## src/rtl/rate_clock_pkg.sv

```systemverilog
// -----------------------------------------------------------------------------
// rate_clock_pkg
//   Shared types and elaboration-time helpers for the rate_clock_gen slice.
//   - len_t     : wide unsigned type used for half-period arithmetic, so that
//                 MIN_HALF + rate*STEP never overflows before it is compared.
//   - cnt_width : counter width able to hold the longest half period.
//   - half_len  : half-period length L for a given rate code.
// -----------------------------------------------------------------------------
package rate_clock_pkg;

  typedef logic [63:0] len_t;

  // Smallest width w with 2**w > longest L, i.e. $clog2(max_L + 1).
  // Written as a bounded loop so it stays a plain constant function.
  function automatic int cnt_width(input int rate_w, input int min_half,
                                   input int step);
    len_t max_len;
    int   w;
    max_len = len_t'(min_half)
            + ((len_t'(1) << rate_w) - len_t'(1)) * len_t'(step);
    w = 1;
    for (int i = 1; i < 64; i++) begin
      if ((len_t'(1) << i) <= max_len) w = i + 1;
    end
    return w;
  endfunction

  // Half-period length in clk cycles for one rate code.
  function automatic len_t half_len(input len_t rate, input len_t min_half,
                                    input len_t step);
    return min_half + rate * step;
  endfunction

endpackage

```

## src/rtl/rate_clock_ch.sv

```systemverilog
// -----------------------------------------------------------------------------
// rate_clock_ch
//   One slow-clock channel: counts L = MIN_HALF + rate_lat*STEP enabled cycles
//   per half period, toggles slw_clk_o and pulses tick_o at each boundary.
//   The rate is re-sampled only at a boundary (or on sync), so a new code never
//   cuts short or stretches the half period already in progress.
// Ports
//   clk        in  system clock
//   reset      in  asynchronous, active-high reset
//   en_i       in  1: count, 0: freeze (tick forced low)
//   sync_i     in  synchronous restart: cnt=0, output high, rate re-sampled
//   rate_i     in  rate code for this channel
//   slw_clk_o  out registered square wave (resets high)
//   tick_o     out registered one-cycle pulse with each slw_clk_o toggle
// -----------------------------------------------------------------------------
module rate_clock_ch
  import rate_clock_pkg::*;
#(
  parameter int RATE_W   = 8,
  parameter int MIN_HALF = 2_500_000,
  parameter int STEP     = 88_235,
  parameter int CNT_W    = cnt_width(RATE_W, MIN_HALF, STEP)
) (
  input  logic              clk,
  input  logic              reset,
  input  logic              en_i,
  input  logic              sync_i,
  input  logic [RATE_W-1:0] rate_i,
  output logic              slw_clk_o,
  output logic              tick_o
);

  logic [CNT_W-1:0]  cnt_q, cnt_d;
  logic [RATE_W-1:0] rate_lat_q, rate_lat_d;
  logic              slw_q, slw_d;
  logic              tick_q, tick_d;

  len_t len;
  logic last_cycle;

  // Compare in the wide domain: L-1 is always representable because L >= 1,
  // and the counter only ever runs on the latched rate, so it cannot pass L-1.
  assign len        = half_len(len_t'(rate_lat_q), len_t'(MIN_HALF), len_t'(STEP));
  assign last_cycle = (len_t'(cnt_q) == (len - len_t'(1)));

  always_comb begin
    // NOTE: every signal gets a hold/default value first, so no path through
    // the if-chain leaves one unassigned and no latch is inferred.
    cnt_d      = cnt_q;
    rate_lat_d = rate_lat_q;
    slw_d      = slw_q;
    tick_d     = 1'b0;

    if (sync_i) begin
      cnt_d      = '0;
      slw_d      = 1'b1;
      rate_lat_d = rate_i;
    end else if (en_i) begin
      if (last_cycle) begin
        cnt_d      = '0;
        slw_d      = ~slw_q;
        tick_d     = 1'b1;
        rate_lat_d = rate_i;
      end else begin
        cnt_d = cnt_q + CNT_W'(1);
      end
    end
  end

  // NOTE: state registers use non-blocking assignments so every flop samples
  // the pre-edge values; blocking here would create order-dependent behaviour.
  always_ff @(posedge clk or posedge reset) begin
    if (reset) begin
      cnt_q      <= '0;
      rate_lat_q <= '0;
      slw_q      <= 1'b1;
      tick_q     <= 1'b0;
    end else begin
      cnt_q      <= cnt_d;
      rate_lat_q <= rate_lat_d;
      slw_q      <= slw_d;
      tick_q     <= tick_d;
    end
  end

  assign slw_clk_o = slw_q;
  assign tick_o    = tick_q;

endmodule

```

## src/rtl/rate_clock_gen.sv

```systemverilog
// -----------------------------------------------------------------------------
// rate_clock_gen
//   NCH-channel programmable slow-clock / tick generator for the LED pattern
//   engines. Each channel is an independent rate_clock_ch; the channels share
//   only the global enable and sync.
// Ports
//   clk      in  system clock
//   reset    in  asynchronous, active-high reset
//   en       in  1: channels count, 0: all channels freeze
//   sync     in  synchronous restart of every channel
//   rate     in  NCH*RATE_W; channel i code = rate[i*RATE_W +: RATE_W]
//   slw_clk  out NCH per-channel square waves
//   tick     out NCH per-channel toggle pulses
// -----------------------------------------------------------------------------
module rate_clock_gen
  import rate_clock_pkg::*;
#(
  parameter int NCH      = 2,
  parameter int RATE_W   = 8,
  parameter int MIN_HALF = 2_500_000,
  parameter int STEP     = 88_235
) (
  input  logic                  clk,
  input  logic                  reset,
  input  logic                  en,
  input  logic                  sync,
  input  logic [NCH*RATE_W-1:0] rate,
  output logic [NCH-1:0]        slw_clk,
  output logic [NCH-1:0]        tick
);

  localparam int CNT_W = cnt_width(RATE_W, MIN_HALF, STEP);

  if (MIN_HALF < 1) begin : g_bad_min_half
    $error("rate_clock_gen: MIN_HALF must be >= 1");
  end
  if (NCH < 1) begin : g_bad_nch
    $error("rate_clock_gen: NCH must be >= 1");
  end

  for (genvar i = 0; i < NCH; i++) begin : g_ch
    rate_clock_ch #(
      .RATE_W  (RATE_W),
      .MIN_HALF(MIN_HALF),
      .STEP    (STEP),
      .CNT_W   (CNT_W)
    ) u_ch (
      .clk      (clk),
      .reset    (reset),
      .en_i     (en),
      .sync_i   (sync),
      .rate_i   (rate[i*RATE_W +: RATE_W]),
      .slw_clk_o(slw_clk[i]),
      .tick_o   (tick[i])
    );
  end

endmodule

```

## config.mk

```make
export PLATFORM = sky130hd
export DESIGN_NAME = rate_clock_gen
export DESIGN_NICKNAME = d
export VERILOG_FILES = /design/src/rtl/rate_clock_pkg.sv /design/src/rtl/rate_clock_ch.sv /design/src/rtl/rate_clock_gen.sv
export SDC_FILE = /design/constraint.sdc
export NUM_CORES = 1
export LEC_CHECK = 0
export ABC_CLOCK_PERIOD_IN_PS = 7650
export BUFFER_PORTS_ARGS = -buffer_cell sky130_fd_sc_hd__clkbuf_2
export CAP_MARGIN = 10
export CORE_AREA = 2 2 230 164
export DETAILED_ROUTE_END_ITERATION = 7
export DIE_AREA = 0 0 232 166
export GPL_TIMING_DRIVEN = 0
export HOLD_SLACK_MARGIN = 0.02
export PLACE_DENSITY = 0.44
export SETUP_SLACK_MARGIN = 0.4
export SYNTH_ARGS = -nofsm -noshare
export SYNTH_HDL_FRONTEND = slang
export SYNTH_SLANG_ARGS = --single-unit
```

## constraint.sdc

```tcl
create_clock -name clk -period 7.65 [get_ports clk]
set_input_delay 0.765 -clock clk [delete_from_list [all_inputs] [get_ports clk]]
set_output_delay 0.765 -clock clk [all_outputs]
set_load 0.01 [all_outputs]
```

Yosys cells after proc, flatten, opt, wreduce, memory -nomap -nowiden:

Index checks and enable logic that the tools add are counted.

* add/subtract/negate cells: 6
* $mul: 2
* equality and inequality tests: 2
* mux-type cells: 24
* bitwise gates (word level): 2
* reduce and logical (&&, ||, !) cells: 5

Operators with widths (count)
* $mux 25: 6
* $eq 25x64->1: 2
* $sub 64x1->64 const B: 2
* $add 22x25->26 const A: 2
* $add 25x1->25 const B: 2
* $mul 8x17->25 const B: 2
* $mux 8: 6
* $mux 1: 12
* $reduce_bool 2->1: 3
* $reduce_and 2->1: 2
* $not 1->1: 2

* register bits after elaboration: 70
* output and inout bits: 4

Longest topological paths before layout:

Gate-level depths: netlist of the first run.

* word-level depth: 7
* mapped depth: 31

Cells and area by module:

From an unflattened synthesis of the first run, not the netlist that was laid out.

* cell total of the unflattened synthesis: 1071
* area total of the unflattened synthesis: 9605.5 sq um

By module, submodules not included
* rate_clock_ch at g_ch[0].u_ch: times used 1, cells an instance 540, area an instance 4901.0 sq um, sequential area each 877.1 sq um
* rate_clock_ch at g_ch[1].u_ch: times used 1, cells an instance 531, area an instance 4704.5 sq um, sequential area each 877.1 sq um

Worst setup path before layout of the first run:

No wires, ideal clock.

* path type: register -> register
* from: register g_ch[0].u_ch.rate_lat_q[6]
* to: register g_ch[0].u_ch.rate_lat_q[0]
* setup time: 0.125 ns
* arrival: 7.434 ns
* required time: 7.525 ns
* path slack: 0.091 ns
* cell stages (with the launch flop): 31
* clock period less this slack: 7.559 ns
* cells stage by stage: dfrtp_1 inv_1 ha_1 inv_1 fa_1 fa_1 inv_1 fa_1 inv_1 ha_1 and3_1 a221o_1 a31oi_2 xor2_1 o221ai_2 nor3_1 nand3_1 nor3b_1 ha_1 nand4b_1 or3_1 a211oi_1 o211ai_1 nor4_1 nand4b_1 or4_1 a211oi_1 o2111ai_1 o21ai_2 buf_4 mux2_2

* cells in the longest elaborated chain, start to end: 6

Ends and longest elaborated chain
* from (decl): line rate_clock_ch.sv:34 `logic [RATE_W-1:0] rate_lat_q, rate_lat_d;`
* from (signal assigned): line rate_clock_ch.sv:80 `rate_lat_q <= rate_lat_d;`
* $mul 8x17->25: line rate_clock_pkg.sv:31 `return min_half + rate * step;`
* $add 22x25->26: line rate_clock_pkg.sv:31
* $sub 64x1->64: line rate_clock_ch.sv:44 `assign last_cycle = (len_t'(cnt_q) == (len - len_t'(1)));`
* $eq 25x64->1: line rate_clock_ch.sv:44
* $reduce_bool 2->1 (no line)
* $reduce_and 2->1 (no line)

Every way passes these cells.
A chain may end at the register's enable or synchronous reset.

Worst setup path after layout of the first run:

* from: register g_ch[0].u_ch.rate_lat_q[3]
* to: register g_ch[0].u_ch.rate_lat_q[2]

The elaborated chain is that of the path after synthesis.

==> run metrics, run 1 <==
Max stage delay on crit path=500 ps; Pre-antenna DRT Iters=5; largest net degree at the start of global routing=63; CTS tree=built; layout net count=1577; clock latency on the worst-skew pair=370 ps; Die Height=166 um; CTS Sinks=70; largest family of logic cells by synthesized area=adder cells; Die Footprint=38500 um2; Post-Syn Nets=1446; ANT cells=0; CP required=7910 ps; Compound-Gate Fraction of Synth Area=0.140; footprint of the multi-input gates=9400 um2; Worst setup EP type=flop; antenna-violating nets left=0; Remaining DRCs=0; GR Layer Usage met1=0.310; Sum Neg Setup Slack=-5090 ps; Hold WS=288 ps; detailed-route via count=9402; most frequent cells after synthesis=ha_1, inv_1, nor2_1; fraction of registers with async set/reset=1.00; Post-Syn Area=10800 um2; XOR/XNOR share of the synthesized area=0.127; ratio of cells with drive above 1 in the final layout=0.260; number of flops mapped to enable cells by yosys=0; register area=1770 um2; clock tree buffer depth=2; Reg2Reg Depth=29; Seq/Total Area, Yosys=0.162; Initial Util=0.295; Area Growth Syn to Fin=27.9%; critical path startpoint category=flop; number of port buffers=23; fin crit period=7830 ps; Reg clk slew, reported paths=80 ps; chip width=232 um; Worst Slack Setup Final=-182 ps; Max-cap violations=0; #FFs+latches synth=70; vias in the first global route=9323; yosys warns=0; number of CTS-inserted buffers=9; H-tree depth=3; Fmax=128 MHz; Crit Path Max Fanout=10; Yosys top cell by area=ha_1; drt total wl=33.1 mm; top cell type's share of synthesized area=0.174; most numerous cell in the Yosys netlist=ha_1; most used routing layer=met1; Post-synth top flop=dfrtp_1; Hold Violations, Final=0; Cells after Synth=1214; met3 usage=0.0254; I/O pin total=24; Worst Path Class, Setup=flop to flop; num rows=59; RePlAce Congestion=0.821; # placed instances=1726; Hold Crit Class=input pin to async pin; Slew HR=0.204; Worst EP arrival=8090 ps; root buf cell=clkbuf_16; mux contribution to synthesized area=0.0291; first-pass GRT wire length=53.5 mm; DR vias/cell=5.12; RSZ-0062 raised after global routing=yes; fin cells=1838; Routed WL per cell=18.0 um; Synth Area in Simple Gates=0.195; core area=36500 um2; post-DP HPWL=25.1 mm; crit path max-delay cell type=fa_1; Post-Synth Adder-Cell Area=0.289; antenna violations before repair=0; violated checks=negative setup slack; Initial DRC Count=610; max-slew violations=0; Finish-stage setup viols=32; GRT Residual Overflow=0; CTS Hold Bufs=0; Mean Syn Cell Area=8.89 um2; GRT Overall Usage=0.176; outcome=finished, violations left; grt met2 use=0.217; setup slack at placement=-1780 ps; Most Frequent Cell on Critical Path=fa_1; Worst R2R Start=g_ch[0].u_ch.rate_lat_q[3]; Crit. Startpoint=g_ch[0].u_ch.rate_lat_q[3]; worst-case clock skew=19.5 ps; fill cell count=3763; measured slew at the worst slew-check pin=1190 ps; top cells by area, synth=ha_1, dfrtp_1, fa_1; crit share post-route=1.02; Yosys cell types=94; reg2reg setup slack=-180 ps
==> critical path, delay by kind of cell (launching register included) <==
kind	cells	cell delay, ps
buf+inv	4	420
simple gates	12	3050
compound gates	6	1190
fa+ha+maj	6	2220
mux	1	320
flops	1	490
==> logic make-up (layout without fill, tap and decap cells) <==
kind of cell	Yosys count	after routing
and+or+nand+nor	391	391
adders and majority gates	212	212
AOI/OAI and AO/OA	212	212
buffers and inverters	155	291
xor gates and xnor gates	148	148
DFF	70	70
muxes	26	26
==> area by class of cell <==
type,instances,area share
timing repair buffer,120,0.0705
inverter,112,0.0317
multi-input combinational,989,0.681
clock inverter,7,0.00498
sequential,70,0.128
tap,488,0.0442
clock buffer,9,0.0163
buffer,43,0.0232
==> sequential cells by signal (all words and copies together), names as in the netlist <==
signal	cells
g_ch.u_ch.cnt_q	50
g_ch.u_ch.rate_lat_q	16
g_ch.u_ch.slw_clk_o	2
g_ch.u_ch.tick_o	2
==> worst paths after layout <==
kind	end
hold reg to reg	g_ch[1].u_ch.slw_clk_o
max in group asynchronous	g_ch[1].u_ch.slw_clk_o
setup / recovery	g_ch[0].u_ch.rate_lat_q[2]
hold / removal	g_ch[1].u_ch.rate_lat_q[2]
setup reg to reg	g_ch[0].u_ch.rate_lat_q[2]
min in group clk	g_ch[1].u_ch.slw_clk_o
==> per-layer routing <==
metal  vias up  routed length (um)
met5         -                   0
met4         0                 165
met3         9                1100
met2       136               12000
met1      4677               19900
li1       4580                   -
==> repair_timing <==
item / in CTS / in global routing
resized for setup: 148 / 98
setup buffers: 77 / 14
endpoints found under the setup margin: 70 / 70
pin swaps: 72 / 51
gates cloned: 2 / 3
==> through the flow <==
stage / utilization / area (um2)
floorplan: - / 10900
global placement: 0.317 / 11600
detailed placement: 0.318 / 11600
CTS: 0.361 / 13200
global route: 0.378 / 13800
finish: 0.378 / 13800
==> placed cells by master (no fill, tap or decap), types with 13 or more instances in the layout <==
cell type,Yosys,routed
ha_1,150,137
inv_1,112,100
buf_4,7,87
nor2_1,96,85
xnor2_1,88,80
nand2_1,64,64
fa_1,62,60
dfrtp_1,68,52
xor2_1,54,48
a21oi_1,47,42
nand3_1,36,35
clkbuf_2,0,31
o21ai_0,41,29
nand4_1,28,28
and3_1,23,20
nor3_1,46,20
nor3_4,0,18
clkbuf_1,33,17
a21o_1,17,16
dfrtp_2,0,16
ha_4,0,13
Power of run 1 is left out: the tool's default activity adds up to more than one toggle a clock period on the data nets, which glitch-free logic cannot reach.
==> run 2, diff against run 1 <==
--- a/config.mk
+++ b/config.mk
@@ -9,12 +9,13 @@
 export BUFFER_PORTS_ARGS = -buffer_cell sky130_fd_sc_hd__clkbuf_2
 export CAP_MARGIN = 10
 export CORE_AREA = 2 2 230 164
+export CTS_BUF_LIST = sky130_fd_sc_hd__clkbuf_8
 export DETAILED_ROUTE_END_ITERATION = 7
 export DIE_AREA = 0 0 232 166
-export GPL_TIMING_DRIVEN = 0
 export HOLD_SLACK_MARGIN = 0.02
 export PLACE_DENSITY = 0.44
 export SETUP_SLACK_MARGIN = 0.4
+export SLEW_MARGIN = 20
 export SYNTH_ARGS = -nofsm -noshare
 export SYNTH_HDL_FRONTEND = slang
 export SYNTH_SLANG_ARGS = --single-unit
==> run 2 against run 1 <==
The run now ends clean. Clock skew up 0.94 ps. Count of clock-buffer cells in the layout unchanged. Register-to-register slack better by 280 ps. Design area down 1.5%. Cell count up 0.98%. Hold slack better by 240 ps. Worst setup slack better by 280 ps. Die area unchanged. Critical path type unchanged. Largest cell class unchanged.
==> run metrics, run 2 (synthesis gave the netlist of run 1 again) <==
outcome=finished, final reports clean; vias in the first global route=8924 (-4.3%); Die Height=166 um (unchanged); Largest regs=g_ch.u_ch.cnt_q x50, g_ch.u_ch.rate_lat_q x16; Initial DRC Count=711 (+17%); Max-cap violations=0 (unchanged); layout net count=1594 (+1.1%); post-DP HPWL=26.7 mm (+6.3%); crit path max-delay cell type=fa_1; Fmax=132 MHz (+3.7%); largest net degree at the start of global routing=71 (+13%); Pre-antenna DRT Iters=5 (unchanged); Reg clk slew, reported paths=110 ps (+30 ps); DR vias/cell=5.03 (-1.7%); CTS Sinks=70 (unchanged); # placed instances=1796 (+4.1%); Finish-stage setup viols=0 (-100%); clock latency on the worst-skew pair=400 ps (+30 ps); Remaining DRCs=0 (unchanged); Worst Path Class, Setup=flop to flop; number of CTS-inserted buffers=9 (unchanged); first-pass GRT wire length=52.6 mm (-1.7%); Routed WL per cell=17.8 um (-1.0%); ratio of cells with drive above 1 in the final layout=0.260 (+0.000424); detailed-route via count=9331 (-0.76%); max-slew violations=0 (unchanged); chip width=232 um (unchanged); final core utilization=0.372 (-0.00585); GRT Residual Overflow=0 (unchanged); Largest delay share family, worst path=simple AND/OR/NAND/NOR gates; critical path startpoint category=flop; worst path bufs/invs=5 (+1); CTS tree=built; Hold Crit Class=flop to flop; register name with the most flops=g_ch.u_ch.cnt_q; RePlAce Congestion=0.836 (+1.8%); Sum Neg Setup Slack=0 ps (+5090 ps); Die Footprint=38500 um2 (unchanged); num rows=59 (unchanged); commonest non-fill, non-tap cell in the layout=buf_4; measured slew at the worst slew-check pin=1110 ps (-82.6 ps); Most Frequent Cell on Critical Path=fa_1; most frequent cells in the layout=buf_4, ha_1, inv_1; clock tree buffer depth=2 (unchanged); number of port buffers=23 (unchanged); H-tree depth=3 (unchanged); Crit. Startpoint=g_ch[0].u_ch.rate_lat_q[2]; Slew HR=0.253 (+0.0494); Hold Violations, Final=0 (unchanged); core area=36500 um2 (unchanged); drt total wl=33.1 mm (about the same); CP required=7940 ps (+30 ps); crit share post-route=0.988 (-0.0363); worst-case clock skew=20.4 ps (+0.942 ps); fill cell count=3761 (-0.053%); Crit Path Max Fanout=5 (-5); RSZ-0062 raised after global routing=yes; Max stage delay on crit path=580 ps (+80 ps); I/O pin total=24 (unchanged); Worst R2R Start=g_ch[0].u_ch.rate_lat_q[2]; Initial Util=0.295 (unchanged); min-delay src=g_ch[1].u_ch.slw_clk_o; antenna-violating nets left=0 (unchanged); GRT Overall Usage=0.175 (-0.00173); Worst EP arrival=7840 ps (-250 ps); fin cells=1856 (+0.98%); max FFs per register=50 (unchanged); root buf cell=clkbuf_8; Area Growth Syn to Fin=25.9%; fin crit period=7550 ps (-278 ps); Worst setup EP type=flop; antenna violations before repair=0 (unchanged)
-- run 2: cell types whose count changed in the layout (fill, tap and decap cells not counted), moves of 11 or more --
cell	previous run	this run
nor3_1	20	44
clkbuf_1	17	0
nor3_4	18	0
buf_4	87	135
clkbuf_16	12	1
ha_1	137	125
-- run 2: layout make-up --
| class | instances | area, um2 | share of cell area |
|---|---|---|---|
| multi-input cells | 989 | 9110 | 0.670 |
| diodes | 1 | 2.50 | 0.000184 |
| inverters | 112 | 424 | 0.0312 |
| flip-flops and latches | 70 | 1760 | 0.130 |
| repair buffers | 180 | 1490 | 0.109 |
| clock buffers | 9 | 124 | 0.00911 |
| clock inverters | 7 | 71.3 | 0.00524 |
| well taps | 488 | 611 | 0.0449 |
-- run 2: worst paths after layout --
path / endpoint / slack, ps / cells past startpoint
worst max-delay path: g_ch[0].u_ch.rate_lat_q[5] / 100 / 30
worst min-delay path: g_ch[1].u_ch.slw_clk_o / 520 / 2
worst max register to register: g_ch[0].u_ch.rate_lat_q[5] / 100 / 30
worst min register to register: g_ch[1].u_ch.slw_clk_o / 520 / 2
max in group asynchronous: g_ch[0].u_ch.rate_lat_q[4] / 6330 / 3
min in group asynchronous: g_ch[1].u_ch.rate_lat_q[5] / 620 / 3
-- run 2: through the flow --
stage | setup slack [ps] | hold slack, ps | cell area [um2]
final | 95.4 | 525 | 13600
after global routing | -256 | 573 | 13600
after CTS | 38.0 | 531 | 13100
after detailed placement | -159 | 516 | 12300
after global placement | -40.6 | 501 | 12300
after floorplan | 399 | 494 | 10900
-- run 2: worst reg2reg max path, delay by kind of cell (launching register included) --
kind            cells  cell delay (ps)
flops               1              480
fa+ha+maj           6             2020
mux                 1              330
buf+inv             5              480
simple gates       10             2640
compound gates      8             1490
-- run 2: repair_timing --
item	in CTS	in global routing
pin swaps	34	40
setup buffers	22	18
cloned	2	1
resized for setup	78	69
hold buffers	0	0
hold endpoints to repair	0	0
setup endpoints to repair	44	70
-- run 2: metal layers --
metal | track usage | share of wire | vias up
met5 | 0 | 0 | -
met4 | 0.0226 | 0.0058 | 0
met3 | 0.0276 | 0.047 | 13
met2 | 0.211 | 0.35 | 205
met1 | 0.309 | 0.59 | 4505
li1 | - | - | 4608
Power of run 2 is left out for the same reason.
